### src/rtl/pixel_write_sink_pkg.sv
// rtl/pixel_write_sink_pkg.sv - shared constants, coordinate slices, state type and address helper
package pixel_write_sink_pkg;

    localparam int SCREEN_W   = 160;
    localparam int SCREEN_H   = 120;
    localparam int ADDR_W     = 15;
    localparam int COLOUR_W   = 9;
    localparam int COORD_W    = 15;
    localparam int FIFO_DEPTH = 4;
    localparam int FILL_LAST  = SCREEN_W * SCREEN_H - 1;

    localparam int X_MSB = 14;
    localparam int X_LSB = 7;
    localparam int Y_MSB = 6;
    localparam int Y_LSB = 0;

    typedef enum logic [1:0] {
        STREAM = 2'd0,
        DRAIN  = 2'd1,
        FILL   = 2'd2
    } sink_state_t;

    // y*160 + x as two shifted copies of y plus x, so no multiplier is needed
    function automatic logic [ADDR_W-1:0] pixel_addr(input logic [7:0] x, input logic [6:0] y);
        return {1'b0, y, 7'b0} + {3'b0, y, 5'b0} + {7'b0, x};
    endfunction

endpackage

### src/rtl/pixel_fifo.sv
// rtl/pixel_fifo.sv - synchronous FIFO with occupancy counter, power-of-2 depth
module pixel_fifo #(
    parameter int WIDTH = 24,
    parameter int DEPTH = 4
) (
    input  logic             clk,
    input  logic             reset,
    input  logic             push,
    input  logic             pop,
    input  logic [WIDTH-1:0] din,
    output logic [WIDTH-1:0] dout,
    output logic             full,
    output logic             empty
);

    localparam int PTR_W = $clog2(DEPTH);

    logic [WIDTH-1:0] mem [DEPTH];
    logic [PTR_W-1:0] wr_ptr;
    logic [PTR_W-1:0] rd_ptr;
    logic [PTR_W:0]   count;
    logic             do_push;
    logic             do_pop;

    assign do_push = push && !full;
    assign do_pop  = pop && !empty;
    assign full    = (count == (PTR_W+1)'(DEPTH));
    assign empty   = (count == '0);
    assign dout    = mem[rd_ptr];

    always_ff @(posedge clk) begin
        if (reset) begin
            wr_ptr <= '0;
            rd_ptr <= '0;
            count  <= '0;
        end else begin
            if (do_push) wr_ptr <= wr_ptr + PTR_W'(1);
            if (do_pop)  rd_ptr <= rd_ptr + PTR_W'(1);
            case ({do_push, do_pop})
                2'b10:   count <= count + (PTR_W+1)'(1);
                2'b01:   count <= count - (PTR_W+1)'(1);
                default: count <= count;
            endcase
        end
    end

    always_ff @(posedge clk) begin
        if (do_push) mem[wr_ptr] <= din;
    end

endmodule

### src/rtl/pixel_write_sink.sv
// rtl/pixel_write_sink.sv - pixel stream sink: FIFO, clip, linear address, frame-buffer clear
module pixel_write_sink
    import pixel_write_sink_pkg::*;
(
    input  logic                clk,
    input  logic                reset,
    input  logic                pix_valid,
    output logic                pix_ready,
    input  logic [COLOUR_W-1:0] pix_colour,
    input  logic [COORD_W-1:0]  pix_coord,
    input  logic                clear_req,
    input  logic [COLOUR_W-1:0] clear_colour,
    output logic                clear_done,
    output logic                busy,
    output logic [ADDR_W-1:0]   mem_address,
    output logic [COLOUR_W-1:0] mem_data,
    output logic                mem_wren,
    output logic [7:0]          drop_count
);

    localparam int ENTRY_W = COLOUR_W + COORD_W;

    sink_state_t state, state_next;

    logic               fifo_full;
    logic               fifo_empty;
    logic               fifo_pop;
    logic               accept;
    logic [ENTRY_W-1:0] fifo_dout;
    logic [7:0]         head_x;
    logic [6:0]         head_y;

    logic                s1_valid;
    logic                s1_in_range;
    logic [ADDR_W-1:0]   s1_addr;
    logic [COLOUR_W-1:0] s1_colour;

    logic [ADDR_W-1:0]   fill_cnt;
    logic [COLOUR_W-1:0] fill_colour;
    logic                fill_last;

    assign pix_ready = !fifo_full && (state == STREAM);
    assign accept    = pix_valid && pix_ready;
    assign fifo_pop  = !fifo_empty;
    assign head_x    = fifo_dout[X_MSB:X_LSB];
    assign head_y    = fifo_dout[Y_MSB:Y_LSB];
    assign fill_last = (fill_cnt == ADDR_W'(FILL_LAST));
    assign busy      = (state == DRAIN) || (state == FILL);

    pixel_fifo #(
        .WIDTH (ENTRY_W),
        .DEPTH (FIFO_DEPTH)
    ) u_fifo (
        .clk   (clk),
        .reset (reset),
        .push  (accept),
        .pop   (fifo_pop),
        .din   ({pix_colour, pix_coord}),
        .dout  (fifo_dout),
        .full  (fifo_full),
        .empty (fifo_empty)
    );

    always_ff @(posedge clk) begin
        if (reset) begin
            s1_valid    <= 1'b0;
            s1_in_range <= 1'b0;
            s1_addr     <= '0;
            s1_colour   <= '0;
        end else begin
            s1_valid <= fifo_pop;
            if (fifo_pop) begin
                s1_addr     <= pixel_addr(head_x, head_y);
                s1_colour   <= fifo_dout[COORD_W +: COLOUR_W];
                s1_in_range <= (head_x < 8'(SCREEN_W)) && (head_y < 7'(SCREEN_H));
            end
        end
    end

    // A clipped pixel is counted in the slot where its write would have appeared
    always_ff @(posedge clk) begin
        if (reset) begin
            drop_count <= '0;
        end else if (s1_valid && !s1_in_range && drop_count != 8'hFF) begin
            drop_count <= drop_count + 8'd1;
        end
    end

    always_ff @(posedge clk) begin
        if (reset) begin
            state <= STREAM;
        end else begin
            state <= state_next;
        end
    end

    always_comb begin
        state_next = state;
        case (state)
            STREAM: if (clear_req) state_next = DRAIN;
            DRAIN:  if (fifo_empty && !s1_valid) state_next = FILL;
            FILL:   if (fill_last) state_next = STREAM;
            default: state_next = STREAM;
        endcase
    end

    always_ff @(posedge clk) begin
        if (reset) begin
            fill_cnt    <= '0;
            fill_colour <= '0;
            clear_done  <= 1'b0;
        end else begin
            clear_done <= (state == FILL) && fill_last;
            if (state == STREAM && clear_req) fill_colour <= clear_colour;
            if (state == FILL) fill_cnt <= fill_last ? '0 : fill_cnt + ADDR_W'(1);
        end
    end

    always_comb begin
        mem_wren    = s1_valid && s1_in_range;
        mem_address = s1_addr;
        mem_data    = s1_colour;
        if (state == FILL) begin
            mem_wren    = 1'b1;
            mem_address = fill_cnt;
            mem_data    = fill_colour;
        end
    end

endmodule

### config.mk
export PLATFORM = sky130hd
export DESIGN_NAME = pixel_write_sink
export DESIGN_NICKNAME = d
export VERILOG_FILES = /design/src/rtl/pixel_write_sink_pkg.sv /design/src/rtl/pixel_fifo.sv /design/src/rtl/pixel_write_sink.sv
export SDC_FILE = /design/constraint.sdc
export NUM_CORES = 1
export LEC_CHECK = 0
export CORE_AREA = 2 2 115 117
export DETAILED_ROUTE_END_ITERATION = 8
export DIE_AREA = 0 0 117 119
export GPL_TIMING_DRIVEN = 0
export PLACE_DENSITY = 0.88
export SLEW_MARGIN = 0
export SYNTH_ARGS = -nofsm -noshare
export SYNTH_HDL_FRONTEND = slang
export SYNTH_SLANG_ARGS = --single-unit
### constraint.sdc
create_clock -name clk -period 4.4 [get_ports clk]
set_input_delay 1.1 -clock clk [delete_from_list [all_inputs] [get_ports clk]]
set_output_delay 1.1 -clock clk [all_outputs]
set_load 0.01 [all_outputs]
==> impl_metrics.yaml <==
critical_path:
  timing.critical_path.slowest_cell_delay_ps: 480
  r2r.worst_path.cells: 11
  regToRegSetupSlack_ps: 780
  critical-path-slowest-cell: "sky130_fd_sc_hd__clkdlybuf4s50_1"
  timing.critical_path.fanout_max: 10
  cells_along_the_critical_path: "inv_1 -> ha_1 -> buf_2 -> clkbuf_1 -> mux2_2 -> clkdlybuf4s50_1"
  r2r-end: "s1_addr[12]$_SDFFE_PP0N_"
  setup.worst_path.end: "mem_address[7]"
  worstSetupStartpoint: "state[0]$_SDFFE_PP0P_"
  worst_ep_arrival_time_ps: 2670
  crit_path_end_kind: "output port"
  crit_path_start_kind: "register"
  crit_type: "reg -> out"
  worst_ep_required_time_ps: 3300
final_layout:
  layout_commonest_cell: "sky130_fd_sc_hd__edfxtp_1"
  post_route_cells_drive_above_1_share: 0.156
  multiInputGateArea_um2: 2620
  layout_common_cells: "sky130_fd_sc_hd__edfxtp_1, sky130_fd_sc_hd__clkdlybuf4s50_1, sky130_fd_sc_hd__dfxtp_1"
  syn2layout_area_growth_pct: 21.6
  finalInstanceArea_um2: 8640
  num-fill-cells: 890
  seq_area_um2: 4280
  post-route-util: 0.671
  finalNetCount: 699
  num_antenna_cells: 0
sta:
  worst_slew_margin_rel: 0.176
  setup_viol: 0
  totalNegativeSetupSlack_ps: 0
  hold_violations: 0
  worst_clock_skew_ps: 6.93
  rsz0062_at_grt: "no"
  post-route-min-period_ps: 3770
  max_clock_freq_ghz: 0.265
  timing.final.max_slew_violations: 0
  timing_worst_slew_pin_value_ps: 1240
  fin_crit_sh: 0.857
detailed_routing:
  dr.pass1.iters: 5
  vias_per_cell: 5.77
  wl_per_cell_um: 18.4
  routed_wirelength_mm: 15.2
  route.vias.total: 4756
  drc: 0
  detailedRoute.firstIterationViolations: 428
  detail-route-antenna-nets: 0
power_and_ir_drop:
  post-layout-total-power_mw: 5.82
  sw_frac_of_total: 0.342
  max-vdd-ir-drop_mv: 0.398
  power_report.internal_total_mw: 3.83
  power.share.combinational: 0.384
  power.static_leakage_nw: 3.02
  power_frac_seq: 0.362
  clkPwrFrac: 0.254
  total_power_density_per_cell_area_nw_per_um2: 674
  netSwitchingPower_mw: 1.99
die:
  core_area_um2: 12900
  floorplan.io_pins: 73
  core.rowCount: 42
  design.die.area_um2: 13900
  floorplan.die.height_um: 119
  start_util: 0.552
  die-width_um: 117
logic_synthesis:
  synth_top_cell_by_area: "sky130_fd_sc_hd__edfxtp_1"
  synthesis.area_per_instance_um2: 13.1
  post_synth_main_area_contributors: "sky130_fd_sc_hd__edfxtp_1, sky130_fd_sc_hd__dfxtp_1, sky130_fd_sc_hd__mux4_2"
  mappedNetlistNets: 608
  synth-warning-count: 0
  ys_async_sr_fraction: 0
  syn_inst: 544
  yosys_most_used_dff: "sky130_fd_sc_hd__edfxtp_1"
  synth.cell_area_um2: 7100
  synth_sequential_area_ratio: 0.603
  post-synth-top-area-fraction: 0.406
  synth-seq-cells: 166
  ys_types: 59
  synth_edf_count: 96
grt:
  global_route_wire_length_before_repair_mm: 24.0
  grt_antenna_before_repair: 0
  grt_max_degree: 25
  grt_overflow_total: 0
  track_usage: 0.230
  grt_pass1_vias: 4653
placement:
  postPlaceCellArea_um2: 8040
  gpl.final_weighted_congestion: 0.940
  io_buffer_count: 72
  place_hpwl_mm: 10.5
clocking:
  clk-insertion-delay-late_ps: 430
  clkSlewWorstSetupHoldPaths_ps: 60
  tritoncts_clock_tree: "yes"
  cts.sinks: 166
  hold_buffers: 0
  ctsHtreeMaxLevel: 4
  cts_resized: 0
  cts-root-to-sink-buffers: 2
  post_cts.repair.setup_buffers: 0
  cts_inserted_buffers: 17
  clk_root_buffer_cell: "sky130_fd_sc_hd__clkbuf_16"
hold_path:
  hp-class: "reg -> reg"
run:
  timing.max_cap.violations: 0
status:
  status: "finished clean"
sequential cells by signal, summed over array words and instances, names as in the netlist, named ones only:
| register | count |
|---|---|
| clear_done | 1 |
| drop_count | 8 |
| fill_cnt | 15 |
| fill_colour | 9 |
| s1_addr | 15 |
| s1_colour | 9 |
| s1_in_range | 1 |
| s1_valid | 1 |
| state | 2 |
| u_fifo.count | 3 |
| u_fifo.mem | 96 |
| u_fifo.rd_ptr | 2 |
| u_fifo.wr_ptr | 2 |
metal layers:
metal	wire length [um]	up-vias	track usage
met3	824	44	0.0494
li1	-	2186	-
met2	7560	207	0.368
met4	519	0	0.111
met1	6260	2319	0.298
met5	0	-	0
kinds of logic after synthesis:
family | count (synthesis) | share of synthesized area
xor gates and xnor gates | 20 | 0.0247
adders and majority gates | 27 | 0.0507
and+or+nand+nor | 166 | 0.113
DFF | 166 | 0.603
muxes | 52 | 0.120
AOI/OAI and AO/OA | 69 | 0.0610
buffers and inverters | 44 | 0.0271
power by group through the flow:
stage	Sequential [mW]	Combinational, mW	Clock (mW)
after global routing	2.13	2.45	1.56
after floorplan	2.08	1.51	0
after CTS	2.10	2.23	1.49
after global placement	2.11	2.10	0
after detailed placement	2.13	2.19	0
final	2.11	2.23	1.48
Yosys cell counts (2+ instances only):
cell / number
sky130_fd_sc_hd__a21oi_1: 34
sky130_fd_sc_hd__buf_6: 2
sky130_fd_sc_hd__nor4_1: 5
sky130_fd_sc_hd__mux2i_1: 4
sky130_fd_sc_hd__ha_1: 24
sky130_fd_sc_hd__nor4b_1: 2
sky130_fd_sc_hd__mux4_2: 24
sky130_fd_sc_hd__xnor2_1: 9
sky130_fd_sc_hd__nand4_1: 8
sky130_fd_sc_hd__nor3_1: 6
sky130_fd_sc_hd__buf_1: 2
sky130_fd_sc_hd__o21ai_0: 10
sky130_fd_sc_hd__nor2b_1: 2
sky130_fd_sc_hd__and2_1: 7
sky130_fd_sc_hd__edfxtp_1: 96
sky130_fd_sc_hd__nand2b_1: 3
sky130_fd_sc_hd__clkbuf_1: 10
sky130_fd_sc_hd__a31oi_1: 3
sky130_fd_sc_hd__xor2_1: 11
sky130_fd_sc_hd__or4_1: 3
sky130_fd_sc_hd__nand3_1: 15
sky130_fd_sc_hd__nor2_1: 35
sky130_fd_sc_hd__or3_1: 3
sky130_fd_sc_hd__fa_1: 3
sky130_fd_sc_hd__nand2_1: 66
sky130_fd_sc_hd__inv_1: 20
sky130_fd_sc_hd__o21a_1: 6
sky130_fd_sc_hd__mux2_2: 24
sky130_fd_sc_hd__dfxtp_1: 70
sky130_fd_sc_hd__a211oi_1: 2
sky130_fd_sc_hd__buf_2: 7
metrics by stage:
stage / cells / hold WS (ps) / worst slack (ps)
2_1_floorplan: 544 / 429 / 1210
3_3_place_gp: 792 / 441 / 914
3_5_place_dp: 792 / 449 / 812
4_1_cts: 824 / 452 / 595
5_1_grt: 824 / 469 / 497
6_report: 824 / 456 / 631
layout make-up:
cell class              count  share of cell area
flip-flops and latches    166               0.496
multi-input cells         334               0.304
repair buffers             72              0.0834
clock buffers              18              0.0497
well taps                 176              0.0255
clock inverters            14              0.0193
plain buffers              22              0.0127
inverters                  22             0.00956
critical path, delay by kind of cell (launching register included):
| kind | cells | cell delay (ps) |
|---|---|---|
| muxes | 1 | 400 |
| DFF | 1 | 350 |
| buffers and inverters | 4 | 1280 |
| adders and majority gates | 1 | 210 |
worst min-delay path by stage:
| stage | start | to | slack, ps | cells past startpoint |
|---|---|---|---|---|
| 2_1_floorplan | s1_addr[5]$_SDFFE_PP0N_ | s1_addr[5]$_SDFFE_PP0N_ | 430 | 2 |
| 3_3_place_gp | s1_colour[3]$_SDFFE_PP0N_ | s1_colour[3]$_SDFFE_PP0N_ | 440 | 2 |
| 3_5_place_dp | s1_addr[4]$_SDFFE_PP0N_ | s1_addr[4]$_SDFFE_PP0N_ | 450 | 2 |
| 4_1_cts | s1_colour[6]$_SDFFE_PP0N_ | s1_colour[6]$_SDFFE_PP0N_ | 450 | 2 |
| 5_1_grt | s1_addr[0]$_SDFFE_PP0N_ | s1_addr[0]$_SDFFE_PP0N_ | 470 | 2 |
| 6_report | s1_addr[4]$_SDFFE_PP0N_ | s1_addr[4]$_SDFFE_PP0N_ | 460 | 2 |
(Power assumes the default switching activity.)
